File: config.mk
export PLATFORM = sky130hd
export DESIGN_NAME = cpu_clk_ctrl_flat
export DESIGN_NICKNAME = d
export VERILOG_FILES = /design/src/rtl/cpu_clk_pkg.sv /design/src/rtl/cpu_clk_ctrl_if.sv /design/src/rtl/cpu_clk_ctrl_btn_debounce.sv /design/src/rtl/cpu_clk_ctrl.sv /design/src/flat_wrapper.sv
export SDC_FILE = /design/constraint.sdc
export NUM_CORES = 1
export LEC_CHECK = 0
export ABC_AREA = 1
export CORE_MARGIN = 2
export CORE_UTILIZATION = 51
export DETAILED_ROUTE_END_ITERATION = 8
export PLACE_DENSITY = 0.75
export SLEW_MARGIN = 10
export SYNTH_ARGS = -nofsm -noshare
export SYNTH_HDL_FRONTEND = slang
export SYNTH_SLANG_ARGS = --single-unit
File: constraint.sdc
create_clock -name clk_100mhz -period 2.95 [get_ports clk_100mhz]
set_input_delay 0.59 -clock clk_100mhz [delete_from_list [all_inputs] [get_ports clk_100mhz]]
set_output_delay 0.59 -clock clk_100mhz [all_outputs]
set_load 0.05 [all_outputs]
File: src/rtl/cpu_clk_pkg.sv
// cpu_clk_pkg: shared state and mode encodings for the CPU clock-enable controller
package cpu_clk_pkg;
  typedef enum logic [1:0] {
    IDLE     = 2'd0,
    RUN_S    = 2'd1,
    BURST_S  = 2'd2,
    WAIT_REL = 2'd3
  } state_t;
  localparam logic [1:0] MODE_HALT  = 2'b00;
  localparam logic [1:0] MODE_STEP  = 2'b01;
  localparam logic [1:0] MODE_BURST = 2'b10;
  localparam logic [1:0] MODE_RUN   = 2'b11;
endpackage

File: src/rtl/cpu_clk_ctrl_if.sv
// cpu_clk_ctrl_if: switch/button inputs and clock-enable outputs of the CPU clock controller
interface cpu_clk_ctrl_if;
  import cpu_clk_pkg::*;
  logic [1:0] mode_sw;
  logic       speed_sw;
  logic       halt_req;
  logic       btn_step;
  logic [7:0] burst_len;
  logic       cpu_ce;
  logic       busy;
  state_t     state;
  logic [31:0] ce_count;
  modport master (
    output mode_sw, speed_sw, halt_req, btn_step, burst_len,
    input  cpu_ce, busy, state, ce_count
  );
  modport slave (
    input  mode_sw, speed_sw, halt_req, btn_step, burst_len,
    output cpu_ce, busy, state, ce_count
  );
endinterface

File: src/rtl/cpu_clk_ctrl_btn_debounce.sv
// btn_debounce: 2-FF synchronizer, stable-level debounce and rising-edge press pulse
module btn_debounce #(
  parameter int DEBOUNCE_CYCLES = 1000000
) (
  input  logic clk_100mhz,
  input  logic rst,
  input  logic btn_raw,
  output logic btn_db,
  output logic press
);
  localparam int CW = $clog2(DEBOUNCE_CYCLES + 1);
  logic [1:0]    sync;
  logic [CW-1:0] cnt;
  logic          settle;
  assign settle = (sync[1] != btn_db) && (cnt == CW'(DEBOUNCE_CYCLES - 1));
  always_ff @(posedge clk_100mhz or posedge rst)
    if (rst) begin
      sync   <= '0;
      cnt    <= '0;
      btn_db <= 1'b0;
      press  <= 1'b0;
    end else begin
      sync   <= {sync[0], btn_raw};
      cnt    <= (sync[1] == btn_db || settle) ? '0 : cnt + 1'b1;
      btn_db <= settle ? sync[1] : btn_db;
      press  <= settle & sync[1];
    end
endmodule

File: src/rtl/cpu_clk_ctrl.sv
// cpu_clk_ctrl: sequences cpu_ce pulses for halt, single-step, burst and free-run modes
module cpu_clk_ctrl
  import cpu_clk_pkg::*;
#(
  parameter int DEBOUNCE_CYCLES = 1000000,
  parameter int FAST_LOG2       = 4,
  parameter int SLOW_LOG2       = 24
) (
  input logic           clk_100mhz,
  input logic           rst,
  cpu_clk_ctrl_if.slave bus
);
  localparam logic [SLOW_LOG2-1:0] SLOW_MASK = '1;
  localparam logic [SLOW_LOG2-1:0] FAST_MASK = SLOW_MASK >> (SLOW_LOG2 - FAST_LOG2);
  logic [1:0]           mode_m, mode_s;
  logic                 speed_m, speed_s;
  logic                 btn_db, press;
  logic [SLOW_LOG2-1:0] rate, mask;
  logic                 tick, entry, cpu_ce, ce_n;
  state_t               state, state_n;
  logic [7:0]           remaining, rem_n;
  logic [31:0]          ce_count;

  btn_debounce #(.DEBOUNCE_CYCLES(DEBOUNCE_CYCLES)) u_db (
    .clk_100mhz(clk_100mhz),
    .rst(rst),
    .btn_raw(bus.btn_step),
    .btn_db(btn_db),
    .press(press)
  );

  assign mask  = speed_s ? SLOW_MASK : FAST_MASK;
  assign tick  = (rate & mask) == mask;
  assign entry = (state_n == RUN_S && state != RUN_S) || (state_n == BURST_S && state != BURST_S);

  always_comb begin
    state_n = state;
    ce_n    = 1'b0;
    rem_n   = remaining;
    case (state)
      IDLE:
        if (!bus.halt_req) begin
          if (mode_s == MODE_RUN) state_n = RUN_S;
          else if (press && mode_s == MODE_STEP) begin
            ce_n    = 1'b1;
            state_n = WAIT_REL;
          end else if (press && mode_s == MODE_BURST) begin
            rem_n   = bus.burst_len;
            state_n = bus.burst_len != 8'd0 ? BURST_S : WAIT_REL;
          end
        end
      RUN_S:
        if (bus.halt_req || mode_s != MODE_RUN) state_n = IDLE;
        else ce_n = tick;
      BURST_S:
        if (bus.halt_req || mode_s != MODE_BURST) begin
          state_n = IDLE;
          rem_n   = '0;
        end else if (tick) begin
          ce_n    = 1'b1;
          rem_n   = remaining - 8'd1;
          state_n = remaining == 8'd1 ? WAIT_REL : BURST_S;
        end
      WAIT_REL:
        if (!btn_db) state_n = IDLE;
    endcase
  end

  always_ff @(posedge clk_100mhz or posedge rst)
    if (rst) begin
      mode_m    <= '0;
      mode_s    <= '0;
      speed_m   <= 1'b0;
      speed_s   <= 1'b0;
      state     <= IDLE;
      cpu_ce    <= 1'b0;
      remaining <= '0;
      ce_count  <= '0;
      rate      <= '0;
    end else begin
      mode_m    <= bus.mode_sw;
      mode_s    <= mode_m;
      speed_m   <= bus.speed_sw;
      speed_s   <= speed_m;
      state     <= state_n;
      cpu_ce    <= ce_n;
      remaining <= rem_n;
      ce_count  <= ce_count + {31'd0, ce_n};
      rate      <= entry ? '0 : rate + 1'b1;
    end

  assign bus.cpu_ce   = cpu_ce;
  assign bus.busy     = state == RUN_S || state == BURST_S;
  assign bus.state    = state;
  assign bus.ce_count = ce_count;
endmodule

File: src/flat_wrapper.sv
// flat-port wrapper written by rule: the top's interface ports become plain ports
module cpu_clk_ctrl_flat import cpu_clk_pkg::*;
#(
  parameter int DEBOUNCE_CYCLES = 1000000,
  parameter int FAST_LOG2       = 4,
  parameter int SLOW_LOG2       = 24
)
  (clk_100mhz, rst, bus_mode_sw, bus_speed_sw, bus_halt_req, bus_btn_step, bus_burst_len, bus_cpu_ce, bus_busy, bus_state, bus_ce_count);
  cpu_clk_ctrl_if bus_i ();
  input logic clk_100mhz;
  input logic rst;
  input wire logic [$bits(bus_i.mode_sw)-1:0] bus_mode_sw;
  input wire logic [$bits(bus_i.speed_sw)-1:0] bus_speed_sw;
  input wire logic [$bits(bus_i.halt_req)-1:0] bus_halt_req;
  input wire logic [$bits(bus_i.btn_step)-1:0] bus_btn_step;
  input wire logic [$bits(bus_i.burst_len)-1:0] bus_burst_len;
  output wire logic [$bits(bus_i.cpu_ce)-1:0] bus_cpu_ce;
  output wire logic [$bits(bus_i.busy)-1:0] bus_busy;
  output wire logic [$bits(bus_i.state)-1:0] bus_state;
  output wire logic [$bits(bus_i.ce_count)-1:0] bus_ce_count;
  assign bus_i.mode_sw = bus_mode_sw;
  assign bus_i.speed_sw = bus_speed_sw;
  assign bus_i.halt_req = bus_halt_req;
  assign bus_i.btn_step = bus_btn_step;
  assign bus_i.burst_len = bus_burst_len;
  assign bus_cpu_ce = bus_i.cpu_ce;
  assign bus_busy = bus_i.busy;
  assign bus_state = bus_i.state;
  assign bus_ce_count = bus_i.ce_count;
  cpu_clk_ctrl #(.DEBOUNCE_CYCLES(DEBOUNCE_CYCLES), .FAST_LOG2(FAST_LOG2), .SLOW_LOG2(SLOW_LOG2)) u_core (.clk_100mhz(clk_100mhz), .rst(rst), .bus(bus_i));
endmodule
==> impl_metrics.env <==
export IMPL_drtIter0Drc=200
export IMPL_detailed_place_hpwl_um=8010
export IMPL_endpoint_kind="register"
export IMPL_fp_dieArea_mm2=0.0105
export IMPL_wire_length_of_the_first_global_routing_pass_um=18900
export IMPL_vias_per_cell=5.07
export IMPL_timing_final_ws_setup_ns=-0.0288
export IMPL_placementRows=35
export IMPL_ys_types=33
export IMPL_max_slew_worst_pin_slew_ns=0.780
export IMPL_fmax_mhz=336
export IMPL_slowest_stage="sky130_fd_sc_hd__dfrtp_1"
export IMPL_critical_path_max_stage_delay_ns=0.36
export IMPL_worstHoldPathType="register to register"
export IMPL_synth_area_mm2=0.00495
export IMPL_failed_checks="setup timing"
export IMPL_cts_buffers=9
export IMPL_yosysWarnings=0
export IMPL_timing_worst_setup_path_type="register to register"
export IMPL_clk_root_buffer_cell="sky130_fd_sc_hd__clkbuf_8"
export IMPL_insertedDiodeCount=0
export IMPL_number_of_antenna_violations_at_the_first_check_in_global_routing=0
export IMPL_worst_hold_slack_ns=0.357
export IMPL_globalplace_congestion=0.882
export IMPL_worstPathRequired_ns=3.24
export IMPL_htree_levels=3
export IMPL_placedInstanceArea_mm2=0.00603
export IMPL_sequential_cell_area_fraction_in_the_yosys_report_pct=49.1
export IMPL_p_leak_uw=0.00297
export IMPL_critical_path_max_fanout=3
export IMPL_clock_latency_ns=0.37
export IMPL_postLayoutCellArea_mm2=0.00647
export IMPL_vias=4194
export IMPL_growth_of_design_area_from_synthesis_to_finish_pct=30.7
export IMPL_peakVddDrop_uv=616
export IMPL_worstPathBufferInverterCount=2
export IMPL_syn_mean_instance_area_um2=8.59
export IMPL_powerDensity_mw_per_mm2=527
export IMPL_post_route_util_pct=69.3
export IMPL_gr_usage_all_layers_pct=22.7
export IMPL_totalWireLength_um=11200
export IMPL_cpLargestDelayFamily="simple AND/OR/NAND/NOR gates"
export IMPL_globalRouteOverflowTotal=0
export IMPL_number_of_global_route_vias_before_repair=4288
export IMPL_cts_clk_slew_worst_paths_ns=0.09
export IMPL_tritoncts="yes"
export IMPL_cap_violations=0
export IMPL_maximum_number_of_pins_on_one_net_before_global_route_repair=35
export IMPL_io_pin_count=51
export IMPL_layout_nets=719
export IMPL_drc_errors=0
export IMPL_mappedNetlistNets=601
export IMPL_drive_gt1_share_pct=18.3
export IMPL_postSynthCellCount=576
export IMPL_core_area_mm2=0.00933
export IMPL_die_extent_in_y_um=102
export IMPL_finalSetupViolations=2
export IMPL_timing_slew_headroom_pct=47.9
export IMPL_finalMaxSlewViolations=0
export IMPL_yosys_register_bits=97
export IMPL_final_period_minus_worst_setup_slack_ns=2.98
export IMPL_cpMostUsedCell="sky130_fd_sc_hd__nand2_2"
export IMPL_num_fill_cells=693
export IMPL_cts_sinks=97
export IMPL_commonest_non_fill_non_tap_cell_in_the_layout="sky130_fd_sc_hd__nand2_1"
export IMPL_final_period_utilization_pct=101
export IMPL_drt_first_pass_iters=4
export IMPL_die_w_um=102
export IMPL_hold_violations=0
export IMPL_buffer_ports_inserted=50
export IMPL_status="complete, but fails checks"
export IMPL_start_util_pct=53.0
export IMPL_max_clock_path_buffers=2
export IMPL_post_place_cells=795
export IMPL_postRouteAntennaNets=0
export IMPL_critical_path_cell_chain="ha_2, nand3_2, inv_2, nand2_4, nor2_4, nand3_2, nand2_2, nand2_2, a21oi_4, ha_4, buf_6, nand3_4, nor3_4, nand2_1, or2_4, or2_4, nor2_4, nand2_2, nor2_2, xor2_1"
export IMPL_instances_no_fill=828
export IMPL_worst_endpoint_arrival_ns=3.27
export IMPL_setup_clock_skew_after_layout_ns=0.0122
export IMPL_worst_setup_sp_type="register"
export IMPL_most_common_layout_cells="sky130_fd_sc_hd__nand2_1, sky130_fd_sc_hd__dfrtp_1, sky130_fd_sc_hd__nor2_1"
export IMPL_route_detailed_wl_per_inst_um=13.6
export IMPL_grt_setup_unrepaired="yes"
## sequential cells by signal, summed over array words and instances, names as in the netlist
register and flops:
u_core.u_db.btn_db 1, u_core.mode_s 2, u_core.bus.ce_count 32, u_core.speed_s 1, u_core.speed_m 1, u_core.u_db.press 1
u_core.bus.cpu_ce 1, u_core.rate 24, u_core.u_db.cnt 20, u_core.u_db.sync 2, u_core.mode_m 2, u_core.bus.state 2
u_core.remaining 8
## logic make-up after synthesis
group	after synthesis	share of synthesized area [%]
and+or+nand+nor	285	26.8
DFF	97	49.1
buffers and inverters	78	6.27
xor gates and xnor gates	55	9.74
AOI/OAI and AO/OA	51	5.57
adders and majority gates	10	2.53
## Yosys cell counts
cell type	instances	area (um2)
sky130_fd_sc_hd__nand2_1	100	375
sky130_fd_sc_hd__dfrtp_1	97	2430
sky130_fd_sc_hd__nor2_1	77	289
sky130_fd_sc_hd__inv_1	73	274
sky130_fd_sc_hd__xor2_1	36	315
sky130_fd_sc_hd__nor3_1	29	145
sky130_fd_sc_hd__o21ai_0	26	130
sky130_fd_sc_hd__nand3_1	25	125
sky130_fd_sc_hd__xnor2_1	19	166
sky130_fd_sc_hd__a21oi_1	16	80.1
sky130_fd_sc_hd__nand4_1	16	100
sky130_fd_sc_hd__ha_1	10	125
sky130_fd_sc_hd__nor4_1	10	62.6
sky130_fd_sc_hd__nand3_2	6	60.1
sky130_fd_sc_hd__nand2_2	5	31.3
sky130_fd_sc_hd__nor2_2	5	31.3
sky130_fd_sc_hd__nor2_4	3	33.8
sky130_fd_sc_hd__or2_4	3	26.3
sky130_fd_sc_hd__a211oi_1	2	15.0
sky130_fd_sc_hd__a31oi_1	2	12.5
sky130_fd_sc_hd__buf_2	2	10.0
sky130_fd_sc_hd__buf_6	2	22.5
sky130_fd_sc_hd__nor3b_1	2	15.0
sky130_fd_sc_hd__a21o_1	1	7.51
sky130_fd_sc_hd__a41oi_1	1	8.76
sky130_fd_sc_hd__and3_2	1	7.51
sky130_fd_sc_hd__clkinv_1	1	3.75
sky130_fd_sc_hd__nand3b_1	1	7.51
sky130_fd_sc_hd__nor3_2	1	10.0
sky130_fd_sc_hd__o21a_1	1	7.51
sky130_fd_sc_hd__o21bai_1	1	7.51
sky130_fd_sc_hd__o22ai_1	1	6.26
sky130_fd_sc_hd__or2_2	1	6.26
## worst paths after layout
kind                       slack (ns)                 endpoint      startpoint  depth (start not counted)
max                             -0.03  u_core.bus.ce_count[31]  u_core.rate[1]                         20
min                              0.36           u_core.speed_s  u_core.speed_m                          0
max reg2reg                     -0.03  u_core.bus.ce_count[31]  u_core.rate[1]                         20
min reg2reg                      0.36           u_core.speed_s  u_core.speed_m                          0
max in group asynchronous        1.63  u_core.bus.ce_count[27]             rst                          3
min in group asynchronous        0.71      u_core.u_db.sync[1]             rst                          2
## power by group
| part | total [uW] | internal (uW) | switching, uW |
|---|---|---|---|
| Combinational | 1010 | 389 | 626 |
| Sequential | 1500 | 1430 | 66.3 |
| Clock | 894 | 417 | 477 |
## layer usage
| metal | up-vias | global-route usage [%] | wire length [um] |
|---|---|---|---|
| met1 | 1992 | 30.2 | 4990 |
| met2 | 90 | 37.3 | 5750 |
| met5 | - | 0 | 0 |
| met3 | 17 | 3.76 | 339 |
| li1 | 2095 | - | - |
| met4 | 0 | 8.72 | 156 |
## area by class of cell
| type | instances | area, um2 | share of cell area (%) |
|---|---|---|---|
| repair buffers | 111 | 1010 | 15.6 |
| clock buffers | 10 | 138 | 2.13 |
| flip-flops and latches | 97 | 2430 | 37.6 |
| multi-input cells | 401 | 2380 | 36.8 |
| inverters | 74 | 284 | 4.39 |
| clock inverters | 6 | 67.6 | 1.04 |
| well taps | 129 | 161 | 2.50 |
## through the flow
stage	total power (uW)	worst slack, ns	setup TNS (ns)
3_3_place_gp	2500	-0.433	-4.76
3_5_place_dp	2530	-0.556	-7.19
5_1_grt	3610	-0.234	-1.61
4_1_cts	3420	-0.0115	-0.0283
6_report	3410	-0.0288	-0.0302
2_1_floorplan	2250	-0.0621	-0.0822
## timing repair
action	CTS	global route
setup endpoints to repair	11	15
resized for setup	10	14
endpoints found under the hold margin	0	0
buffers inserted	10	7
pin swaps	9	6
hold buffers	0	0
Note: power is estimated with default switching activity, not from simulation.
